===== config.mk =====
export PLATFORM = sky130hd
export DESIGN_NAME = fetch_stage
export DESIGN_NICKNAME = d
export VERILOG_FILES = /design/src/rtl/mips_pkg.sv /design/src/rtl/fetch_buffer.sv /design/src/rtl/fetch_stage.sv
export SDC_FILE = /design/constraint.sdc
export NUM_CORES = 1
export LEC_CHECK = 0
export BUFFER_PORTS_ARGS = -buffer_cell sky130_fd_sc_hd__buf_2
export CAP_MARGIN = 20
export CORE_ASPECT_RATIO = 0.6
export CORE_MARGIN = 2
export CORE_UTILIZATION = 46
export CTS_BUF_LIST = sky130_fd_sc_hd__clkbuf_8
export DETAILED_ROUTE_END_ITERATION = 12
export GPL_TIMING_DRIVEN = 0
export PLACE_DENSITY = 0.67
export SLEW_MARGIN = 20
export SYNTH_ARGS = -nofsm -noshare
export SYNTH_HDL_FRONTEND = slang
export SYNTH_SLANG_ARGS = --single-unit

===== constraint.sdc =====
create_clock -name clk -period 6.05 [get_ports clk]
set_input_delay 0.3025 -clock clk [delete_from_list [all_inputs] [get_ports clk]]
set_output_delay 0.3025 -clock clk [all_outputs]
set_load 0.005 [all_outputs]

===== src/rtl/mips_pkg.sv =====
// Shared MIPS front-end definitions: fetch FSM encoding, IF/ID record and
// the default reset vector / bubble instruction.
package mips_pkg;

  localparam logic [31:0] DEF_RESET_VECTOR = 32'hBFC00000;
  localparam logic [31:0] DEF_NOP_INSTR    = 32'h00000000;

  typedef enum logic [1:0] {
    ST_IDLE   = 2'd0,
    ST_REQ    = 2'd1,
    ST_WAIT   = 2'd2,
    ST_HALTED = 2'd3
  } fetch_state_e;

  typedef struct packed {
    logic [31:0] instr;
    logic [31:0] pc;
    logic [31:0] pc_plus4;
    logic        valid;
  } if_id_t;

endpackage


===== src/rtl/fetch_buffer.sv =====
// One-entry skid buffer for fetched instructions that arrive while IF/ID is
// held, plus the pending-redirect register for branches raised while the PC
// is frozen. push/pop and set/clear are mutually exclusive by construction
// in the parent.
module fetch_buffer (
  input  logic        clk,
  input  logic        reset,
  input  logic        push,
  input  logic [31:0] push_instr,
  input  logic        pop,
  output logic        buf_valid,
  output logic [31:0] buf_instr,
  input  logic        redir_set,
  input  logic [31:0] redir_target,
  input  logic        redir_clear,
  output logic        pend_valid,
  output logic [31:0] pend_target
);

  // Skid entry: filled by a response IF/ID could not take, drained first.
  always_ff @(posedge clk or posedge reset) begin
    if (reset) begin
      buf_valid <= 1'b0;
      buf_instr <= '0;
    end else if (push) begin
      buf_valid <= 1'b1;
      buf_instr <= push_instr;
    end else if (pop) begin
      buf_valid <= 1'b0;
    end
  end

  // Pending redirect: newest target wins, consumed by the next PC update.
  always_ff @(posedge clk or posedge reset) begin
    if (reset) begin
      pend_valid  <= 1'b0;
      pend_target <= '0;
    end else if (redir_clear) begin
      pend_valid  <= 1'b0;
    end else if (redir_set) begin
      pend_valid  <= 1'b1;
      pend_target <= redir_target;
    end
  end

endmodule


===== src/rtl/fetch_stage.sv =====
// MIPS instruction fetch stage: PC, memory-request FSM and IF/ID register.
// Optional macro FETCH_HALT_ON_ZERO_EN: a launch toward address 0 halts the
// CPU (HALTED, active=0) instead of fetching; without it address 0 is
// fetched normally and active is tied high.
// The hazard unit is expected to assert PCWrite together with IF_ID_Write;
// an instruction entering IF/ID with PCWrite=0 leaves the PC in place, so
// the same address is fetched again.
module fetch_stage
  import mips_pkg::*;
#(
  parameter logic [31:0] RESET_VECTOR = DEF_RESET_VECTOR,
  parameter logic [31:0] NOP_INSTR    = DEF_NOP_INSTR
) (
  input  logic        clk,
  input  logic        reset,
  input  logic        PCWrite,
  input  logic        IF_ID_Write,
  input  logic        FetchMemSel,
  input  logic        branch_taken,
  input  logic [31:0] branch_target,
  output logic [31:0] mem_address,
  output logic        mem_read,
  input  logic        mem_waitrequest,
  input  logic [31:0] mem_readdata,
  output logic [31:0] IF_ID_Instruction,
  output logic [31:0] IF_ID_PC,
  output logic [31:0] IF_ID_PC_plus4,
  output logic        fetch_valid,
  output logic        active
);

  fetch_state_e state, state_nx;
  logic [31:0]  pc, pc_nx, pc_plus4;
  if_id_t       ifid;
  logic         accept, avail, enter, pc_upd, launch;
  logic [31:0]  avail_data;
  logic         buf_valid, pend_valid;
  logic [31:0]  buf_instr, pend_target;

  // mem_read is decoded from state so an async reset drops it at once.
  assign mem_read    = (state == ST_REQ) || (state == ST_WAIT);
  assign mem_address = pc;
  assign accept      = mem_read && !mem_waitrequest;

  // The buffered word is always older than anything in flight.
  assign avail      = buf_valid || accept;
  assign avail_data = buf_valid ? buf_instr : mem_readdata;
  assign enter      = IF_ID_Write && avail;
  assign pc_upd     = enter && PCWrite;
  assign pc_plus4   = pc + 32'd4;

  fetch_buffer u_buf (
    .clk          (clk),
    .reset        (reset),
    .push         (accept && !IF_ID_Write),
    .push_instr   (mem_readdata),
    .pop          (buf_valid && IF_ID_Write),
    .buf_valid    (buf_valid),
    .buf_instr    (buf_instr),
    .redir_set    (branch_taken && !pc_upd),
    .redir_target (branch_target),
    .redir_clear  (pc_upd),
    .pend_valid   (pend_valid),
    .pend_target  (pend_target)
  );

  // Next PC: a live branch beats a pending one, otherwise sequential.
  always_comb begin
    pc_nx = pc;
    if (pc_upd) begin
      if (branch_taken)    pc_nx = branch_target;
      else if (pend_valid) pc_nx = pend_target;
      else                 pc_nx = pc_plus4;
    end
  end

  // Launch a new request: from IDLE with an empty buffer, or back-to-back on
  // an accept that goes straight into IF/ID (keeps one fetch per cycle).
  always_comb begin
    launch = 1'b0;
    case (state)
      ST_IDLE:         launch = FetchMemSel && !buf_valid;
      ST_REQ, ST_WAIT: launch = accept && IF_ID_Write && FetchMemSel;
      default:         launch = 1'b0;
    endcase
  end

  // FSM next state; an in-flight request ignores FetchMemSel until accepted.
  always_comb begin
    state_nx = state;
    case (state)
      ST_IDLE:         if (launch) state_nx = ST_REQ;
      ST_REQ, ST_WAIT: state_nx = accept ? (launch ? ST_REQ : ST_IDLE) : ST_WAIT;
`ifdef FETCH_HALT_ON_ZERO_EN
      ST_HALTED:       state_nx = ST_HALTED;
`endif
      default:         state_nx = ST_IDLE;
    endcase
`ifdef FETCH_HALT_ON_ZERO_EN
    if (launch && (pc_nx == 32'd0)) state_nx = ST_HALTED;
`endif
  end

`ifdef FETCH_HALT_ON_ZERO_EN
  assign active = (state != ST_HALTED);
`else
  assign active = 1'b1;
`endif

  // State and PC registers.
  always_ff @(posedge clk or posedge reset) begin
    if (reset) begin
      state <= ST_IDLE;
      pc    <= RESET_VECTOR;
    end else begin
      state <= state_nx;
      pc    <= pc_nx;
    end
  end

  // IF/ID: real instruction when one is available, else a bubble; holds
  // while IF_ID_Write=0.
  always_ff @(posedge clk or posedge reset) begin
    if (reset) begin
      ifid.instr    <= NOP_INSTR;
      ifid.pc       <= '0;
      ifid.pc_plus4 <= '0;
      ifid.valid    <= 1'b0;
    end else if (IF_ID_Write) begin
      if (avail) begin
        ifid.instr    <= avail_data;
        ifid.pc       <= pc;
        ifid.pc_plus4 <= pc_plus4;
        ifid.valid    <= 1'b1;
      end else begin
        ifid.instr    <= NOP_INSTR;
        ifid.valid    <= 1'b0;
      end
    end
  end

  assign IF_ID_Instruction = ifid.instr;
  assign IF_ID_PC          = ifid.pc;
  assign IF_ID_PC_plus4    = ifid.pc_plus4;
  assign fetch_valid       = ifid.valid;

endmodule


After elaboration in Yosys (flattened, before gate mapping)

Cells that the tools add are included.

Logic and storage cells: 50
Output and inout port bits: 131
Flip-flop bits (word level): 197

Muxes and demuxes: 14
Reduce and logical (&&, ||, !) cells: 21
Bitwise logic cells: 1
Add/subtract/negate cells: 1
Equality and inequality tests: 3

Operators with widths:

| cell                                          | number |
|---|---|
| two-way mux 32 bit                            | 4 |
| adder 32 x 3 -> 32 bit, second input constant | 1 |
| logical AND 1 bit                             | 9 |
| two-way mux 1 bit                             | 6 |
| logical NOT 1 bit                             | 4 |
| two-way mux 2 bit                             | 2 |
| case mux 2 bit (2 select lines)               | 1 |
| AND reduction 2 bit                           | 2 |
| nonzero test 2 bit                            | 2 |
| == test 2 x 1 -> 1 bit, second input constant | 1 |
| == test 2 bit, second input constant          | 1 |
| logical NOT 2 bit                             | 1 |
| logical OR 1 bit                              | 2 |
| inequality test 2 bit, second input constant  | 1 |
| case mux 1 bit (2 select lines)               | 1 |
| OR reduction 2 bit                            | 1 |
| inverter 1 bit                                | 1 |

Logic depth before layout (Yosys ltp)

Gate-level depths: netlist (run 1).

Depth in word-level cells: 10
Gate-level depth with buffers: 9
Gate-level depth less buffers: 6

Cells and area by module

A second synthesis (run 1) with hierarchy kept.

Cell total of the unflattened synthesis: 850
Area total of the unflattened synthesis: 9002.4 µm²

By module, submodules not included:

| module       | cells each | instances | area each (µm²) | sequential area each (µm²) |
|---|---|---|---|---|
| fetch_stage  | 706        | 1         | 6387.4          | 3239.4 |
| fetch_buffer | 144        | 1         | 2615.0          | 1651.6 |

Worst setup path before layout (run 1)

Ideal clock, no wire load.

Path type: register -> register
From: register state[0]
To: register u_buf.pend_target[0]
Cell stages (with the launch flop): 9
Setup time: 0.125 ns
Arrival time: 2.025 ns
Path buffers: 2
Required time: 5.925 ns
Setup slack: 3.900 ns
Path through: dfrtp_1 inv_1 ha_1 nand2b_1 clkbuf_1 a21o_1 nand2_1 buf_1 mux2_2

Word-level cells in the longest chain between the ends: 9

Ends and longest elaborated chain:

| element                                                 | RTL line           | source |
|---|---|---|
| start, declared                                         | fetch_stage.sv:32  | `fetch_state_e state, state_nx;` |
| start signal, assigned                                  | fetch_stage.sv:116 | `state <= state_nx;` |
| == test 2 x 1 -> 1 bit or == test 2 bit (tied branches) | fetch_stage.sv:41  | `assign mem_read = (state == ST_REQ) \|\| (state == ST_WAIT);` |
| logical OR 1 bit *                                      | fetch_stage.sv:41  |  |
| named net mem_read                                      | fetch_stage.sv:22  | `output logic mem_read,` |
| logical AND 1 bit *                                     | fetch_stage.sv:43  | `assign accept = mem_read && !mem_waitrequest;` |
| logical OR 1 bit *                                      | fetch_stage.sv:46  | `assign avail = buf_valid \|\| accept;` |
| logical AND 1 bit *                                     | fetch_stage.sv:48  | `assign enter = IF_ID_Write && avail;` |
| logical AND 1 bit *                                     | fetch_stage.sv:49  | `assign pc_upd = enter && PCWrite;` |
| logical NOT 1 bit                                       | fetch_stage.sv:60  | `.redir_set (branch_taken && !pc_upd),` |
| logical AND 1 bit                                       | fetch_stage.sv:60  |  |
| AND reduction 2 bit (no line) *                         | n/a                |  |
| end signal, assigned                                    | fetch_buffer.sv:42 | `pend_target <= redir_target;` |
| end, declared                                           | fetch_buffer.sv:17 | `output logic [31:0] pend_target` |

Mark *: on every way through the listed nets, which the timed path passes. The rest lies on a longest branch.
A chain may end at the register's enable or synchronous reset.

Worst setup path in the final report (run 1)

From: register state[0]
To: register pc[2] (netlist: mem_address[2])

Word-level cells in the longest chain between the ends: 6

Ends and longest elaborated chain:

| element                                                 | RTL line           | source |
|---|---|---|
| == test 2 x 1 -> 1 bit or == test 2 bit (tied branches) | fetch_stage.sv:41  |  |
| logical OR 1 bit *                                      | fetch_stage.sv:41  |  |
| logical AND 1 bit *                                     | fetch_stage.sv:43  |  |
| logical OR 1 bit *                                      | fetch_stage.sv:46  |  |
| logical AND 1 bit *                                     | fetch_stage.sv:48  |  |
| logical AND 1 bit *                                     | fetch_stage.sv:49  |  |
| end signal, assigned                                    | fetch_stage.sv:117 | `pc <= pc_nx;` |
| end, declared                                           | fetch_stage.sv:33  | `logic [31:0] pc, pc_nx, pc_plus4;` |

Every way passes the cells marked *; elsewhere a longest branch is shown, timed or not.

==> impl_metrics.toml, run 1 <==
[outcome]
run_status = "completed"

[sta]
setup_viol = 0
hold_viol_final = 0
fin_crit_ps = 3020
fin_crit_sh = 0.500
worst_slew_pin_slew_ps = 841
clock_skew_ps = 15.4
clock.fmax_ghz = 0.331
drv_slew = 0
rsz0062_at_grt = "no"
relSlewSlack = 0.440

[synth]
ys_types = 60
synth-edff-count = 0
syn_nets = 973
syn_area_per_cell_um2 = 10.3
ys_ff_latch = 195
syn_inst = 899
seq_area_frac_synth = 0.526
synthFlopType = "dfrtp_1"
syn_area_mm2 = 0.00929
synth-async-reset-ratio = 1.00
yosysWarnings = 0

[power]
p_switching_mw = 2.04
p_int_mw = 3.17
p_comb_frac = 0.392
p_leak_nw = 5.02
ir_drop_uv = 163
switching_share = 0.392
seqPwrFrac = 0.433
clkPwrFrac = 0.175
power_density_mw_per_mm2 = 469

[critical_path]
rrSetupSlack_ps = 3030
reg2reg_to = "mem_address[2]$_DFFE_PP0P_"
end_kind = "flop"
arrival_ps = 3350
rr_worst_depth = 8
critical_path_class = "reg2reg"
regToRegStartpoint = "state[0]$_DFFE_PP0P_"
path_max_fanout = 10
worstPathRequired_ps = 6380
worstSetupStartpointType = "flop"

[die]
die_h_um = 114
coreArea_mm2 = 0.0199
ios = 202
die_w_um = 188
rows = 40
dieArea_mm2 = 0.0214
start_util = 0.467

[cts]
htree_levels = 4
post-cts-setup-buffers = 0
clk_pin_slew_ps = 110
cts_root_buf = "clkbuf_8"
cts_max_path_buffers = 2
cts_tree = "built"
cts_hold_buf = 1
clk_latency_ps = 490
cts_buffers = 17
cts_resized = 0
cts.sinks = 195

[global_route]
grtUsageTotal = 0.268
antenna_found_initial = 0
grt-ovfl-total = 0
grt_max_degree = 102
grt_pass1_wl_um = 43300
grt_pass1_vias = 7269

[layout]
fin_util = 0.558
nets = 1194
drive_above_1_share = 0.291
antennaDiodeCount = 0
stdcell_count = 1405
area_growth_syn_to_layout_pct = 19.6
fin_area_mm2 = 0.0111
fillers = 1855

[detailed_routing]
wl_per_cell_um = 20.1
drc_errors = 0
ant_nets = 0
drtPass1Iterations = 7
drt_iter0_drc = 971
num_vias = 7853
viasPerCell = 5.59
wl_um = 28200

[placement]
placed_cells = 1373
dpl.hpwl_um = 21100
place_area_mm2 = 0.0107
gp_congestion = 0.934
io_buffer_count = 200

[worst_hold_path]
worstHoldPathCells = 2
hold_path_end = "u_buf.buf_instr[16]$_DFFE_PP0P_"
hold_class = "in2reg"
min-delay-start = "mem_readdata[16]"

[run]
maxCapViolCount = 0
[cells in the final DEF, fill, tap and decap left out, types with 5 or more instances in the layout]
master     instances
a21oi_1           16
a22o_1            12
a31oi_1            7
and3_1             6
buf_1              8
buf_2            206
buf_4              7
clkbuf_1          53
clkbuf_8          19
dfrtp_1          186
dfstp_2            9
inv_1             44
mux2_2            64
mux2i_1           46
nand2_1          135
nand3_1           26
nand4_1           13
nor2_1            34
nor3_1            12
nor4_1             5
o211ai_1          13
o21ai_0           46
o22ai_1           35
o2bb2ai_1         11
o311ai_0           5
o31ai_1            6
or4_1             13
xnor2_1           11
[routing by layer]
metal | GRT usage | part of all wire | vias to the layer above
met4 | 0.0661 | 0.014 | 0
met3 | 0.0919 | 0.12 | 34
met5 | 0 | 0 | -
met1 | 0.420 | 0.48 | 3805
li1 | - | - | 3649
met2 | 0.348 | 0.39 | 365
[sequential cells by signal, indices dropped and copies added, names as in the netlist]
signal,count
u_buf.pend_target,32
IF_ID_PC,32
state,2
u_buf.buf_valid,1
fetch_valid,1
u_buf.pend_valid,1
IF_ID_PC_plus4,30
u_buf.buf_instr,32
IF_ID_Instruction,32
mem_address,32
[through the flow]
stage | hold slack (ps) | power [mW] | setup slack (ps) | setup TNS (ps)
6_report | 49.4 | 5.21 | 3030 | 0
5_1_grt | 30.5 | 5.55 | 2870 | 0
4_1_cts | 27.9 | 5.20 | 3130 | 0
3_5_place_dp | 457 | 4.29 | 3160 | 0
3_3_place_gp | 456 | 4.23 | -1900 | -349580
2_1_floorplan | 453 | 3.37 | 450 | 0
[how the worst max path moves through the flow]
stage                         startpoint                           endpoint  slack (ps)  depth (start not counted)
global route        state[0]$_DFFE_PP0P_  IF_ID_Instruction[22]$_DFFE_PP0P_        2870                          7
detailed placement  state[0]$_DFFE_PP0P_  IF_ID_Instruction[22]$_DFFE_PP0P_        3160                          7
finish              state[0]$_DFFE_PP0P_         mem_address[2]$_DFFE_PP0P_        3030                          8
global placement                   reset         mem_address[5]$_DFFE_PP0P_       -1900                          2
CTS                 state[0]$_DFFE_PP0P_  IF_ID_Instruction[22]$_DFFE_PP0P_        3130                          7
floorplan                          reset   IF_ID_Instruction[0]$_DFFE_PP0P_         450                          1
[critical path: stages (launching register included)]
cell and delay [ps]:
dfrtp_1 390, inv_1 50, ha_1 370, nand2b_1 110
clkbuf_1 410, a21o_1 310, clkbuf_1 500, clkbuf_1 470
o22ai_1 240
[final cells by class]
class / instances / area (um2) / area share
Sequential cell: 195 / 4890 / 0.440
Multi-Input combinational cell: 582 / 3910 / 0.352
Timing Repair Buffer: 202 / 1040 / 0.0934
Buffer: 78 / 344 / 0.0310
Tap cell: 273 / 342 / 0.0307
Clock buffer: 19 / 262 / 0.0235
Inverter: 44 / 173 / 0.0155
Clock inverter: 12 / 156 / 0.0141
[logic make-up (layout without fill, tap and decap cells)]
| logic type | Yosys count | in the layout | synth area share |
|---|---|---|---|
| other cells | 1 | 1 | 0.000403 |
| simple gates | 273 | 273 | 0.143 |
| flops | 195 | 195 | 0.526 |
| xor+xnor | 13 | 13 | 0.0123 |
| buf+inv | 122 | 355 | 0.0548 |
| fa+ha+maj | 3 | 3 | 0.00404 |
| compound gates | 182 | 182 | 0.132 |
| mux | 110 | 110 | 0.127 |
[cell usage after synthesis, drive strengths merged (6+ instances only)]
| library cell | n | area, um2 |
|---|---|---|
| o22ai | 35 | 219 |
| dfstp | 9 | 236 |
| clkbuf | 55 | 209 |
| nand2 | 135 | 507 |
| mux2i | 46 | 460 |
| a22o | 12 | 105 |
| nor3 | 13 | 65.1 |
| inv | 44 | 165 |
| dfrtp | 186 | 4650 |
| o21ai | 47 | 235 |
| xnor2 | 11 | 96.3 |
| nand3 | 27 | 140 |
| nand4 | 15 | 124 |
| o31ai | 6 | 45.0 |
| and3 | 6 | 37.5 |
| o311ai | 7 | 61.3 |
| nor4 | 6 | 43.8 |
| buf | 23 | 135 |
| o2bb2ai | 11 | 96.3 |
| mux2 | 64 | 721 |
| o211ai | 13 | 97.6 |
| nor2 | 34 | 128 |
| a21oi | 16 | 80.1 |
| a31oi | 7 | 43.8 |
| or4 | 13 | 97.6 |
[power groups by stage]
stage / sequential (mW) / clock (mW) / combinational (mW)
6_report: 2.26 / 0.910 / 2.04
5_1_grt: 2.32 / 0.978 / 2.25
4_1_cts: 2.25 / 0.928 / 2.03
3_5_place_dp: 2.28 / 0 / 2.02
3_3_place_gp: 2.25 / 0 / 1.98
2_1_floorplan: 2.22 / 0 / 1.16
Power figures use the tool's default switching activity.
==> inputs of run 2 (changes only) <==
Settings changed: PLACE_DENSITY 0.67 to 0.7.
Clock period 6.05 ns to 2.6 ns, I/O delays scaled along.
==> run 2 against run 1 <==
Cell count rose by 5.1%. Sequential share of layout area down 2.7 points. Final area is 6.6% higher. Worst setup slack lost 2900 ps. Global-route usage up 0.71 points. Hold slack worse by 29 ps. First-iteration DRC count increased by 9.5%. Clock-buffer cell count shrank 2. Power up 130%. Critical path depth decreased by 2. Sequential cell count did not move. Register-to-register slack got worse by 2900 ps. Highest routed layer is now met5.
==> impl_metrics.toml, run 2 (synthesized netlist as in run 1, its figures left out) <==
[outcome]
run_status = "completed"

[sta]
clock_skew_ps = 16.7
relSlewSlack = 0.453
hold_viol_final = 0
fin_crit_ps = 2490
fin_crit_sh = 0.959
tns_ps = 0
worst_slew_pin_slew_ps = 820
setup_viol = 0
clock.fmax_ghz = 0.401
rsz0062_at_grt = "yes"
drv_slew = 0

[global_route]
antenna_found_initial = 1
grt_pass1_wl_um = 45000
grtUsageTotal = 0.276
grt_pass1_vias = 7757
grt_max_degree = 34
grt-ovfl-total = 0

[die]
dieArea_mm2 = 0.0214
die_w_um = 188
ios = 202
die_h_um = 114
start_util = 0.467
coreArea_mm2 = 0.0199
rows = 40

[critical_path]
worstSetupStartpointType = "flop"
worstPathRequired_ps = 2980
end_kind = "flop"
arrival_ps = 2870
critical_path_class = "reg2reg"
path_max_fanout = 10

[layout]
nets = 1264
fin_util = 0.595
antennaDiodeCount = 0
final_common_cell = "buf_2"
final_cell_mix = "210 x buf_2, 186 x dfrtp_1, 135 x nand2_1"
drive_above_1_share = 0.296
area_growth_syn_to_layout_pct = 27.5

[placement]
io_buffer_count = 200
gp_congestion = 0.924
dpl.hpwl_um = 21500

[cts]
cts_buffers = 17
htree_levels = 4
cts.sinks = 195
cts_max_path_buffers = 2
cts_root_buf = "clkbuf_8"
clk_latency_ps = 480
cts_tree = "built"
post-cts-setup-buffers = 0
clk_pin_slew_ps = 110

[detailed_routing]
num_vias = 8316
wl_per_cell_um = 19.7
drt_iter0_drc = 1063
wl_um = 29000
viasPerCell = 5.63
drc_errors = 0
ant_nets = 0
drtPass1Iterations = 6

[run]
maxCapViolCount = 0

[power]
total_power_mw = 12.1
power_density_mw_per_mm2 = 1020
ir_drop_uv = 380
p_leak_nw = 5.36

[worst_hold_path]
hold_class = "in2reg"
[run 2: worst max-delay path: stages, from the launching register on]
cell	delay (ps)
dfrtp_1	570
ha_1	290
and3_1	300
nand2_1	270
clkbuf_1	340
o311ai_0	480
nand3_1	140
[run 2: metal layers]
layer,wire [um],global-route usage,vias up
li1,-,-,3808
met1,14000,0.429,4061
met3,3350,0.103,34
met4,374,0.0646,2
met5,13,0,-
met2,11300,0.356,411
[run 2: repair_timing]
item	CTS	global route
resized for setup	11	17
hold buffers	66	0
endpoints found under the hold margin	175	0
gates cloned	0	0
endpoints found under the setup margin	96	112
[run 2: power breakdown]
part	leakage (nW)	total, mW	internal, mW	switching, mW
Clock	0.181	1.95	0.782	1.17
Combinational	2.80	4.89	2.14	2.75
Sequential	2.38	5.27	4.32	0.948
[run 2: cell type report]
cell class	instances	area, um2
Clock inverter	15	146
Clock buffer	17	234
Buffer	77	362
Sequential cell	195	4890
Tap cell	273	342
Timing Repair Buffer	273	1790
Inverter	44	169
Fill cell	1756	8070
Multi-Input combinational cell	582	3920
[run 2: path summary, 6_finish.rpt]
check	slack, ps	end	cells past startpoint	start
setup / recovery	110	mem_address[24]$_DFFE_PP1P_	6	mem_address[3]$_DFFE_PP0P_
hold / removal	20	state[1]$_DFFE_PP0P_	4	mem_waitrequest
setup reg to reg	110	mem_address[24]$_DFFE_PP1P_	6	mem_address[3]$_DFFE_PP0P_
hold reg to reg	480	IF_ID_PC[23]$_DFFE_PP0N_	2	IF_ID_PC[23]$_DFFE_PP0N_
max in group asynchronous	1510	mem_address[0]$_DFFE_PP0P_	6	reset
min in group asynchronous	140	IF_ID_PC[21]$_DFFE_PP0N_	3	reset
[run 2: stage by stage]
step,setup slack (ps),std cells,hold slack (ps),cell area (um2)
global placement,-1340,1372,379,10600
floorplan,-41.0,899,280,9300
CTS,35.5,1476,12.9,11800
detailed placement,-374,1378,90.8,10800
finish,106,1476,20.8,11800
global route,-11.8,1476,29.1,11800
==> inputs of run 3 (changes only) <==
Settings changed: PLACE_DENSITY 0.7 to default, PLACE_DENSITY_LB_ADDON from default to 0.12.
==> run 3 against run 2 <==
First-iteration DRC count down 31%. Die area unchanged. Critical path type unchanged. Clock-buffer cell count unchanged. Final area down 0.38%. Cell count about the same. Non-clock buffer count down 2. Power down 1.8%. Register-to-register slack better by 40 ps. Clock skew down 2.6 ps. Fmax up 1.5%.
==> impl_metrics.toml, run 3 (synthesized netlist as in run 1, its figures left out) <==
[layout]
final_cell_mix = "209 x buf_2, 186 x dfrtp_1, 135 x nand2_1"
fin_area_mm2 = 0.0118
stdcell_count = 1475
area_growth_syn_to_layout_pct = 27.0
nets = 1262
fin_util = 0.592
drive_above_1_share = 0.296
final_common_cell = "buf_2"
fillers = 1788

[placement]
place_area_mm2 = 0.0108
dpl.hpwl_um = 21700
gp_congestion = 0.918
placed_cells = 1378
io_buffer_count = 200

[cts]
cts_tree = "built"
htree_levels = 4
post-cts-setup-buffers = 0
cts_root_buf = "clkbuf_8"
cts.sinks = 195
clk_pin_slew_ps = 100
cts_max_path_buffers = 2
cts_buffers = 17
clk_latency_ps = 480

[global_route]
grt_pass1_vias = 7674
grtUsageTotal = 0.282
grt-ovfl-total = 0
grt_max_degree = 33
grt_pass1_wl_um = 45600
antenna_found_initial = 0

[detailed_routing]
wl_per_cell_um = 19.9
drc_errors = 0
viasPerCell = 5.50
wl_um = 29400
drt_iter0_drc = 732
drtPass1Iterations = 6
ant_nets = 0
num_vias = 8111

[critical_path]
rrSetupSlack_ps = 140
end_kind = "flop"
regToRegStartpoint = "mem_address[3]$_DFFE_PP0P_"
slowest_delay_ps = 810
reg2reg_to = "IF_ID_PC_plus4[28]$_DFFE_PP0N_"
worstSetupStartpointType = "flop"
cp_cell_sequence = "ha_1 -> nand3_2 -> nor4_4 -> a21oi_1 -> a211o_1"
cp_top_family = "simple AND/OR/NAND/NOR gates"
cpMaxStageDelayCell = "nor4_4"
rr_worst_depth = 5
worstSetupStartpoint = "mem_address[3]$_DFFE_PP0P_"
worstPathRequired_ps = 2980
arrival_ps = 2830
path_buf_inv = 0
path_max_fanout = 9
critical_path_class = "reg2reg"

[die]
coreArea_mm2 = 0.0199
start_util = 0.467
die_w_um = 188
die_h_um = 114
dieArea_mm2 = 0.0214
rows = 40
ios = 202

[power]
p_leak_nw = 5.35
power_density_mw_per_mm2 = 1010
ir_drop_uv = 440
total_power_mw = 11.9

[outcome]
run_status = "completed"

[worst_hold_path]
min-delay-start = "mem_waitrequest"
hold_class = "in2reg"
worstHoldPathCells = 4
hold_path_end = "state[1]$_DFFE_PP0P_"

[sta]
fin_crit_sh = 0.945
rsz0062_at_grt = "no"
tns_ps = 0
clock.fmax_ghz = 0.407
relSlewSlack = 0.400
fin_crit_ps = 2460
drv_slew = 0
clock_skew_ps = 14.1
worst_slew_pin_slew_ps = 900
setup_viol = 0
hold_viol_final = 0

[run]
maxCapViolCount = 0
-- run 3: routing by layer --
metal  GRT usage  wire length (um)  up-vias
met3      0.0895              3200       20
met1       0.448             14600     3911
met2       0.367             11300      377
met4      0.0567               257        0
met5           0                 0        -
li1            -                 -     3803
-- run 3: cell type report --
type	count	area (um2)	share of cell area
Antenna cell	1	2.50	0.000212
Buffer	75	355	0.0301
Multi-Input combinational cell	582	3920	0.333
Timing Repair Buffer	273	1790	0.151
Inverter	44	169	0.0143
Clock inverter	15	96.3	0.00816
Clock buffer	17	234	0.0198
Tap cell	273	342	0.0289
Sequential cell	195	4890	0.414
-- run 3: worst max-delay path by stage --
stage | end | slack [ps] | cells past startpoint
after floorplan | IF_ID_Instruction[0]$_DFFE_PP0P_ | -40 | 1
after global placement | u_buf.buf_instr[24]$_DFFE_PP0P_ | -1400 | 2
after detailed placement | IF_ID_Instruction[22]$_DFFE_PP0P_ | -280 | 7
after CTS | mem_address[2]$_DFFE_PP0P_ | 0.9 | 8
after global routing | mem_address[20]$_DFFE_PP0P_ | 30 | 6
final | IF_ID_PC_plus4[28]$_DFFE_PP0N_ | 140 | 5
-- run 3: power by group --
part | internal (mW) | switching (mW)
sequential | 4.32 | 1.01
combinational | 2.13 | 2.66
clock | 0.649 | 1.13
total | 7.10 | 4.80
-- run 3: timing repair --
action | CTS | global route
pin swaps | 0 | 0
resized for setup | 9 | 25
endpoints found under the setup margin | 103 | 130
hold endpoints to repair | 135 | 0
hold buffers | 66 | 0
-- run 3: per-stage QoR --
step           setup slack [ps]  hold WS [ps]
2_1_floorplan             -41.0           280
3_3_place_gp              -1400           378
3_5_place_dp               -279           232
4_1_cts                   0.858          23.8
5_1_grt                    26.0          82.5
6_report                    142          44.0
-- run 3: worst register-to-register path, stage by stage (launching register included) --
cell and delay (ps):
dfrtp_1 530, ha_1 280, nand3_2 300, nor4_4 810, a21oi_1 140, a211o_1 290
